## src/rtl/mem_arb_pkg.sv

```systemverilog
// Shared definitions for the two-port data-memory arbiter: FSM state encoding
// and default address/data widths.
package mem_arb_pkg;

  localparam int AW_DEF = 8;
  localparam int DW_DEF = 16;

  typedef enum logic [1:0] {
    IDLE   = 2'd0,
    ACCESS = 2'd1,
    RESP   = 2'd2,
    ACK    = 2'd3
  } arb_state_t;

endpackage

```

## src/rtl/mem_arb_rr_pick.sv

```systemverilog
// Combinational two-input round-robin picker: on a tie the port that did not
// win last time is chosen.
module mem_arb_rr_pick
  import mem_arb_pkg::*;
(
  input  logic req0,
  input  logic req1,
  input  logic last_grant,
  output logic grant_valid,
  output logic grant_port
);

  always_comb begin
    grant_valid = req0 | req1;
    grant_port  = 1'b0;
    if (req0 && req1) begin
      grant_port = ~last_grant;
    end else if (req1) begin
      grant_port = 1'b1;
    end
  end

endmodule

```

## src/rtl/mem_arbiter.sv

```systemverilog
// Round-robin arbiter sharing a single-port synchronous memory between two
// requesters. Define MEM_ARB_STAT_EN to add per-port saturating grant counters.
module mem_arbiter
  import mem_arb_pkg::*;
#(
  parameter int AW = AW_DEF,
  parameter int DW = DW_DEF
) (
  input  logic          clk,
  input  logic          reset,
  input  logic          req0,
  input  logic          we0,
  input  logic [AW-1:0] addr0,
  input  logic [DW-1:0] wdata0,
  input  logic          req1,
  input  logic          we1,
  input  logic [AW-1:0] addr1,
  input  logic [DW-1:0] wdata1,
  output logic          ack0,
  output logic [DW-1:0] rdata0,
  output logic          ack1,
  output logic [DW-1:0] rdata1,
  output logic          mem_en,
  output logic          mem_we,
  output logic [AW-1:0] mem_addr,
  output logic [DW-1:0] mem_wdata,
  input  logic [DW-1:0] mem_rdata,
  output logic          busy,
`ifdef MEM_ARB_STAT_EN
  output logic          last_grant,
  output logic [15:0]   grant_cnt0,
  output logic [15:0]   grant_cnt1
`else
  output logic          last_grant
`endif
);

  arb_state_t state, state_next;
  logic       pick_valid;
  logic       pick_port;
  logic       gnt_port;
  logic       take_grant;
  logic       capture;

  mem_arb_rr_pick u_pick (
    .req0       (req0),
    .req1       (req1),
    .last_grant (last_grant),
    .grant_valid(pick_valid),
    .grant_port (pick_port)
  );

  always_ff @(posedge clk) begin
    if (reset) begin
      state <= IDLE;
    end else begin
      state <= state_next;
    end
  end

  // Requests are only looked at in IDLE; every other state is a fixed walk.
  always_comb begin
    state_next = state;
    take_grant = 1'b0;
    capture    = 1'b0;
    case (state)
      IDLE: begin
        if (pick_valid) begin
          take_grant = 1'b1;
          state_next = ACCESS;
        end
      end
      ACCESS:  state_next = RESP;
      RESP: begin
        capture    = 1'b1;
        state_next = ACK;
      end
      ACK:     state_next = IDLE;
      default: state_next = IDLE;
    endcase
  end

  always_ff @(posedge clk) begin
    if (reset) begin
      gnt_port   <= 1'b0;
      last_grant <= 1'b1;
      mem_en     <= 1'b0;
      mem_we     <= 1'b0;
      mem_addr   <= '0;
      mem_wdata  <= '0;
      ack0       <= 1'b0;
      ack1       <= 1'b0;
      rdata0     <= '0;
      rdata1     <= '0;
    end else begin
      mem_en <= take_grant;
      ack0   <= capture && !gnt_port;
      ack1   <= capture && gnt_port;
      if (take_grant) begin
        gnt_port   <= pick_port;
        last_grant <= pick_port;
        mem_we     <= pick_port ? we1    : we0;
        mem_addr   <= pick_port ? addr1  : addr0;
        mem_wdata  <= pick_port ? wdata1 : wdata0;
      end
      // Writes leave the port's last read value in place.
      if (capture && !mem_we) begin
        if (gnt_port) begin
          rdata1 <= mem_rdata;
        end else begin
          rdata0 <= mem_rdata;
        end
      end
    end
  end

  assign busy = (state != IDLE);

`ifdef MEM_ARB_STAT_EN
  always_ff @(posedge clk) begin
    if (reset) begin
      grant_cnt0 <= '0;
      grant_cnt1 <= '0;
    end else if (take_grant) begin
      if (!pick_port && grant_cnt0 != 16'hFFFF) begin
        grant_cnt0 <= grant_cnt0 + 16'd1;
      end
      if (pick_port && grant_cnt1 != 16'hFFFF) begin
        grant_cnt1 <= grant_cnt1 + 16'd1;
      end
    end
  end
`endif

endmodule
```

## config.mk

```make
export PLATFORM = sky130hd
export DESIGN_NAME = mem_arbiter
export DESIGN_NICKNAME = d
export VERILOG_FILES = /design/src/rtl/mem_arb_pkg.sv /design/src/rtl/mem_arb_rr_pick.sv /design/src/rtl/mem_arbiter.sv
export SDC_FILE = /design/constraint.sdc
export NUM_CORES = 1
export LEC_CHECK = 0
export CAP_MARGIN = 20
export CORE_MARGIN = 10
export CORE_UTILIZATION = 40
export DETAILED_ROUTE_END_ITERATION = 8
export GPL_ROUTABILITY_DRIVEN = 1
export PLACE_DENSITY = 0.84
export SKIP_LAST_GASP = 1
export SLEW_MARGIN = 25
export SYNTH_ARGS = -nofsm -noshare
export SYNTH_HDL_FRONTEND = slang
export SYNTH_SLANG_ARGS = --single-unit
```

## constraint.sdc

```tcl
create_clock -name clk -period 2.25 [get_ports clk]
set_clock_uncertainty 0.2 [all_clocks]
set_input_delay 0.225 -clock clk [delete_from_list [all_inputs] [get_ports clk]]
set_output_delay 0.225 -clock clk [all_outputs]
set_load 0.01 [all_outputs]
```

==> key figures, run 1 <==
Setup path
  • Worst R2R End: rdata0[0]
  • Critical Path End Type: output pin
  • Origin of the worst setup path: state[1]
  • RR Startpoint: state[0]
  • Worst EP arrival: 1690 ps
  • CP max FO: 7
  • Required time at the worst-slack endpoint: 1820 ps
  • Reg2Reg Setup Slack: 360 ps
  • Crit Path Class: reg2out
  • Type of origin of the critical path: register
  • Reg2Reg Depth: 5

Timing
  • Fin crit share: 0.941
  • Worst slew pin tran: 764 ps
  • Fin crit period: 2120 ps
  • Final Hold Vio Count: 0
  • Setup TNS: 0 ps
  • Peak Freq: 472 MHz
  • Slew Limit Headroom: 0.490
  • Fin. max-slew vios: 0
  • Slack of the critical path: 132 ps
  • RSZ-0062 raised after global routing: false
  • Setup violators final: 0

Power and ir drop
  • Peak supply drop: 0.000574 V
  • Pleak: 1.54 nW
  • Power density cells: 1040 nW/um^2

Finish
  • Fin nets: 512
  • Layout filler cell count: 537
  • Area growth syn-to-layout: 60.1%
  • Finished Layout Cells: 520
  • Diode count: 0
  • Fraction of layout cells with a size suffix above 1: 0.0767

Place
  • DP HPWL: 6.32 mm
  • Place WS: 244 ps
  • Routability Congestion: 0.754
  • IO buf count: 131
  • Post-Place Cells: 505

Floorplan
  • Top Ports: 132
  • Die Width: 100 um
  • Die area: 10000 um^2
  • Rows: 29
  • Initial core utilization: 0.408
  • Core area: 6310 um^2
  • Chip height: 100 um

Global route
  • Largest net degree at the start of global routing: 42
  • Global Route Usage Sum: 0.156
  • Overflow after GRT: 0
  • Initial antenna violation count: 0
  • Vias in the first global route: 2634
  • First-pass GRT wire length: 12.8 mm

Synth
  • Synth Area in Adders: 0.0146
  • Synth area leader: dfxtp_1
  • Synthesized area per cell: 8.25 um^2
  • Post-synth top area share: 0.498
  • Synth top cells by count: nand2_1, dfxtp_1, a21oi_1, nor2_1, a211oi_1
  • Xor/xnor share of the synthesized area: 0
  • Yosys synthesis warning count: 0
  • Count leader, synth: nand2_1
  • Largest family of logic cells by synthesized area: compound AO/OA/AOI/OAI gates
  • Leading register cell type out of synthesis: dfxtp_1
  • Multiplexer area fraction after synthesis: 0.00389
  • Post-synth ARST share: 0
  • Post-synth cell types: 28
  • Post-synthesis sequential area ratio: 0.498
  • Post-synth EDFFs: 0
  • Post-synthesis net count: 385
  • Simple-Gate Fraction of Synth Area: 0.200
  • Mapped Cells: 312
  • Mapped Area: 2570 um^2
  • Flops & latches, synth: 64
  • Area contributors post-synth: dfxtp_1, nand2_1, a21oi_1, a211oi_1, nor2_1
  • Compound-gate portion of the synthesized area: 0.222

Drt
  • Post-route ant nets: 0
  • Vias: 2595
  • WL final: 8.32 mm
  • First-pass iteration count of the detailed router: 4
  • DRC violations left: 0
  • WL/cell: 16.0 um
  • Vias/cell: 4.99
  • Initial DRC count: 76

Clock network
  • Max Buffers Root-to-Sink: 2
  • Clk slew on worst S/H paths: 70 ps
  • Clk_lat worst skew: 330 ps
  • CTS tree: done
  • Post-CTS Setup Inserts: 0
  • Sink Count: 64
  • CTS Buf Count: 9
  • Clock tree root buffer cell: clkbuf_8
  • PostCTS Resize Cnt: 0
  • Cts hold-fix bufs: 0
  • H-tree levels: 3

Run status
  • Status: finished, final reports clean

Worst hold path
  • Hold Startpoint: wdata0[0]
  • Worst Hold Depth: 3
  • Worst Hold Class: in2reg
  • Worst hold endpoint: mem_wdata[0]

Flow run
  • Max-cap violations: 0
power by group:
| group | total, mW | switching [mW] | internal, mW |
|---|---|---|---|
| clock | 0.946 | 0.416 | 0.530 |
| sequential | 1.55 | 0.153 | 1.40 |
| combinational | 1.78 | 0.877 | 0.906 |
| total | 4.28 | 1.45 | 2.83 |
cells by family (layout without fill, tap and decap cells):
group | after synthesis | count (layout)
AO/OA/AOI/OAI | 90 | 90
adder cells (fa/ha/maj) | 3 | 3
buffers and inverters | 27 | 158
flip-flops | 64 | 64
multiplexers | 1 | 1
AND/OR/NAND/NOR | 127 | 127
flip-flops by register name, indices dropped and copies added (netlist names):
name,count
gnt_port,1
mem_en,1
state,2
ack1,1
rdata0,16
last_grant,1
rdata1,16
mem_addr,8
ack0,1
mem_we,1
mem_wdata,16
worst max-delay path, stage by stage (launching register included):
cell and delay (ps):
dfxtp_1 380, inv_1 80, ha_1 290, inv_1 90
clkdlybuf4s50_1 530
worst max-delay path by stage:
stage,end,depth (start not counted)
CTS,busy,4
global route,busy,4
floorplan,state[1],5
finish,busy,4
detailed placement,mem_wdata[10],5
global placement,mem_wdata[11],5
layout by cell type (no fill, tap or decap), types with 2 or more instances in the layout:
cell type / netlist / final
clkdlybuf4s50_1: 0 / 130
nand2_1: 89 / 89
dfxtp_1: 64 / 64
a21oi_1: 58 / 58
nor2_1: 30 / 30
a211oi_1: 22 / 22
clkbuf_8: 0 / 10
buf_4: 6 / 6
a211oi_2: 4 / 4
inv_1: 3 / 3
ha_1: 3 / 3
clkinv_2: 0 / 3
buf_12: 0 / 3
and3b_1: 2 / 2
final cells by class:
class,instances,area (um^2),area share
Sequential cell,64,1280,0.311
Tap cell,77,96.3,0.0234
Inverter,3,11.3,0.00273
Timing Repair Buffer,140,1410,0.342
Clock buffer,11,141,0.0343
Multi-Input combinational cell,221,1130,0.275
Clock inverter,4,45.0,0.0109
layer usage:
| layer | GRT usage | vias up | wire length, um |
|---|---|---|---|
| met5 | 0 | - | 0 |
| met4 | 0.0554 | 0 | 80 |
| met3 | 0.0941 | 9 | 1120 |
| met2 | 0.252 | 113 | 3800 |
| met1 | 0.164 | 1178 | 3310 |
| li1 | - | 1295 | - |
through the flow:
stage               instance area (um^2)  hold slack, ps  utilization  power [mW]
floorplan                           2570             161            -        2.52
global placement                    3940             241        0.623        3.32
detailed placement                  3940             248        0.623        3.36
CTS                                 4120             228        0.653        4.32
global route                        4120             236        0.653        4.54
finish                              4120             239        0.653        4.28
Note: power is estimated with default switching activity, not from simulation.
==> run 2, diff against run 1 <==
--- a/config.mk
+++ b/config.mk
@@ -7,10 +7,11 @@
 export LEC_CHECK = 0
 export CAP_MARGIN = 20
 export CORE_MARGIN = 10
-export CORE_UTILIZATION = 40
+export CORE_UTILIZATION = 41
+export CTS_BUF_LIST = sky130_fd_sc_hd__clkbuf_8
 export DETAILED_ROUTE_END_ITERATION = 8
 export GPL_ROUTABILITY_DRIVEN = 1
-export PLACE_DENSITY = 0.84
+export PLACE_DENSITY = 0.85
 export SKIP_LAST_GASP = 1
 export SLEW_MARGIN = 25
 export SYNTH_ARGS = -nofsm -noshare
==> run 2 against run 1 <==
  * Sequential cell count stayed put
  * Utilization is 2.9 points higher
  * Register-to-register slack better by 30 ps
  * Count of clock-buffer cells in the layout is 2 lower
  * Die area is 2.0% lower
  * Largest cell class unchanged
  * Largest power group unchanged
==> key figures, run 2 (synthesized netlist as in run 1, its figures left out) <==
Power and ir drop
  • Power share of the combinational group: 0.434 (was 0.417)
  • Pleak: 1.54 nW (about the same)
  • Peak supply drop: 0.000592 V (was 0.000574 V)
  • Power density cells: 1020 nW/um^2 (was 1040 nW/um^2)
  • Clock share of power: 0.197 (was 0.221)
  • Net load switching power: 1.46 mW (was 1.45 mW)
  • Pint: 2.72 mW (was 2.83 mW)
  • Sw Share: 0.350 (was 0.338)
  • Sequential group share of total power: 0.368 (was 0.362)

Finish
  • Most common cell after layout, fill and taps aside: clkdlybuf4s50_1 (unchanged)
  • Fraction of layout cells with a size suffix above 1: 0.0788 (was 0.0767)
  • Top Registers: mem_wdata: 16 flops, rdata0: 16 flops, rdata1: 16 flops (unchanged)
  • Layout filler cell count: 479 (was 537)
  • Diode count: 0 (unchanged)
  • Area growth syn-to-layout: 59.6% (was 60.1%)
  • Cell area after layout: 4110 um^2 (was 4120 um^2)
  • Finished Layout Cells: 519 (was 520)
  • Fin nets: 512 (unchanged)
  • Most frequent cells in the layout: clkdlybuf4s50_1, nand2_1, dfxtp_1 (unchanged)

Timing
  • Slew Limit Headroom: 0.630 (was 0.490)
  • Setup violators final: 0 (unchanged)
  • Fin crit period: 2090 ps (was 2120 ps)
  • Setup TNS: 0 ps (unchanged)
  • Slack of the critical path: 160 ps (was 132 ps)
  • RSZ-0062 raised after global routing: false (unchanged)
  • Worst slew pin tran: 556 ps (was 764 ps)
  • Final Hold Vio Count: 0 (unchanged)
  • Fin crit share: 0.929 (was 0.941)
  • Peak Freq: 479 MHz (was 472 MHz)
  • Fin. max-slew vios: 0 (unchanged)

Place
  • DP HPWL: 6.21 mm (was 6.32 mm)
  • Place WS: 354 ps (was 244 ps)
  • Routability Congestion: 0.785 (was 0.754)
  • IO buf count: 131 (unchanged)
  • Post-Place Cells: 503 (was 505)
  • Placed Instance Area: 3950 um^2 (was 3940 um^2)

Run status
  • Status: finished, final reports clean (unchanged)

Global route
  • First-pass GRT wire length: 12.9 mm (was 12.8 mm)
  • Initial antenna violation count: 0 (unchanged)
  • Global Route Usage Sum: 0.160 (was 0.156)
  • Overflow after GRT: 0 (unchanged)
  • Vias in the first global route: 2646 (was 2634)
  • Largest net degree at the start of global routing: 27 (was 42)

Drt
  • First-pass iteration count of the detailed router: 5 (was 4)
  • Initial DRC count: 70 (was 76)
  • Post-route ant nets: 0 (unchanged)
  • WL/cell: 15.9 um (was 16.0 um)
  • WL final: 8.24 mm (was 8.32 mm)
  • Vias: 2622 (was 2595)
  • DRC violations left: 0 (unchanged)
  • Vias/cell: 5.05 (was 4.99)

Setup path
  • CP max FO: 7 (unchanged)
  • Critical Path End Type: output pin (unchanged)
  • Worst EP arrival: 1660 ps (was 1690 ps)
  • Crit path capture: busy (unchanged)
  • RR Startpoint: state[0] (unchanged)
  • Reg2Reg Depth: 5 (unchanged)
  • Origin of the worst setup path: state[1] (unchanged)
  • Type of origin of the critical path: register (unchanged)
  • Required time at the worst-slack endpoint: 1820 ps (about the same)
  • Reg2Reg Setup Slack: 390 ps (was 360 ps)
  • Worst R2R End: rdata0[4] (was rdata0[0])
  • Crit Path Class: reg2out (unchanged)

Floorplan
  • Top Ports: 132 (unchanged)
  • Initial core utilization: 0.427 (was 0.408)
  • Core area: 6030 um^2 (was 6310 um^2)
  • Rows: 28 (was 29)
  • Die Width: 99.3 um (was 100 um)
  • Die area: 9850 um^2 (was 10000 um^2)
  • Chip height: 99.3 um (was 100 um)

Clock network
  • CTS Buf Count: 9 (unchanged)
  • Clk_lat worst skew: 330 ps (about the same)
  • Max Buffers Root-to-Sink: 2 (unchanged)
  • PostCTS Resize Cnt: 0 (unchanged)
  • Cts hold-fix bufs: 0 (unchanged)
  • CTS tree: done (unchanged)
  • Sink Count: 64 (unchanged)
  • Clk slew on worst S/H paths: 70 ps (about the same)
  • Clock tree root buffer cell: clkbuf_8 (unchanged)
  • Post-CTS Setup Inserts: 0 (unchanged)
  • H-tree levels: 3 (unchanged)

Worst hold path
  • Worst Hold Class: in2reg (unchanged)

Flow run
  • Max-cap violations: 0 (unchanged)
==> run 2: cell types whose count changed in the layout (fill, tap and decap cells not counted), sizes merged <==
| cell | before | now |
|---|---|---|
| bufinv | 1 | 0 |
| inv | 3 | 4 |
| clkbuf | 11 | 9 |
| clkinv | 3 | 5 |
| clkinvlp | 0 | 1 |
==> run 2: critical path, cell delays in order (launching register included) <==
cell,delay (ps)
dfxtp_1,370
inv_1,70
ha_1,280
inv_1,80
clkdlybuf4s50_1,530
==> run 2: layout make-up <==
type | instances | area, um^2 | share of cell area
Inverter | 3 | 11.3 | 0.00274
Clock buffer | 9 | 124 | 0.0301
Tap cell | 75 | 93.8 | 0.0228
Multi-Input combinational cell | 221 | 1130 | 0.276
Timing Repair Buffer | 140 | 1420 | 0.347
Clock inverter | 7 | 40.0 | 0.00974
Sequential cell | 64 | 1280 | 0.312
==> run 2: power groups by stage <==
stage                     Combinational [mW]  Clock, mW  Sequential, mW
after floorplan                        0.854          0            1.66
after global placement                  1.80          0            1.56
after detailed placement                1.84          0            1.57
after CTS                               1.85      0.845            1.54
after global routing                    2.00      0.898            1.57
final                                   1.82      0.826            1.54
==> run 2: metrics by stage <==
step | power [mW] | hold WS, ps | util
final | 4.18 | 110 | 0.682
after floorplan | 2.52 | 161 | -
after global placement | 3.35 | 241 | 0.655
after CTS | 4.23 | 111 | 0.682
after detailed placement | 3.40 | 249 | 0.655
after global routing | 4.47 | 127 | 0.682
==> run 2: worst min-delay path by stage <==
stage                             from    endpoint  slack (ps)  cells past startpoint
after floorplan           mem_rdata[0]   rdata0[0]         160                      2
after global placement      rdata1[13]  rdata1[13]         240                      2
after detailed placement     rdata0[3]   rdata0[3]         250                      2
after CTS                        reset    gnt_port         110                      2
after global routing             reset    gnt_port         130                      2
final                            reset    gnt_port         110                      2
==> run 2: layer usage <==
| metal | GRT usage | routed length [um] | vias to the layer above |
|---|---|---|---|
| met4 | 0.0507 | 79 | 0 |
| li1 | - | - | 1295 |
| met3 | 0.104 | 1100 | 7 |
| met1 | 0.186 | 3500 | 1198 |
| met5 | 0 | 0 | - |
| met2 | 0.234 | 3550 | 122 |
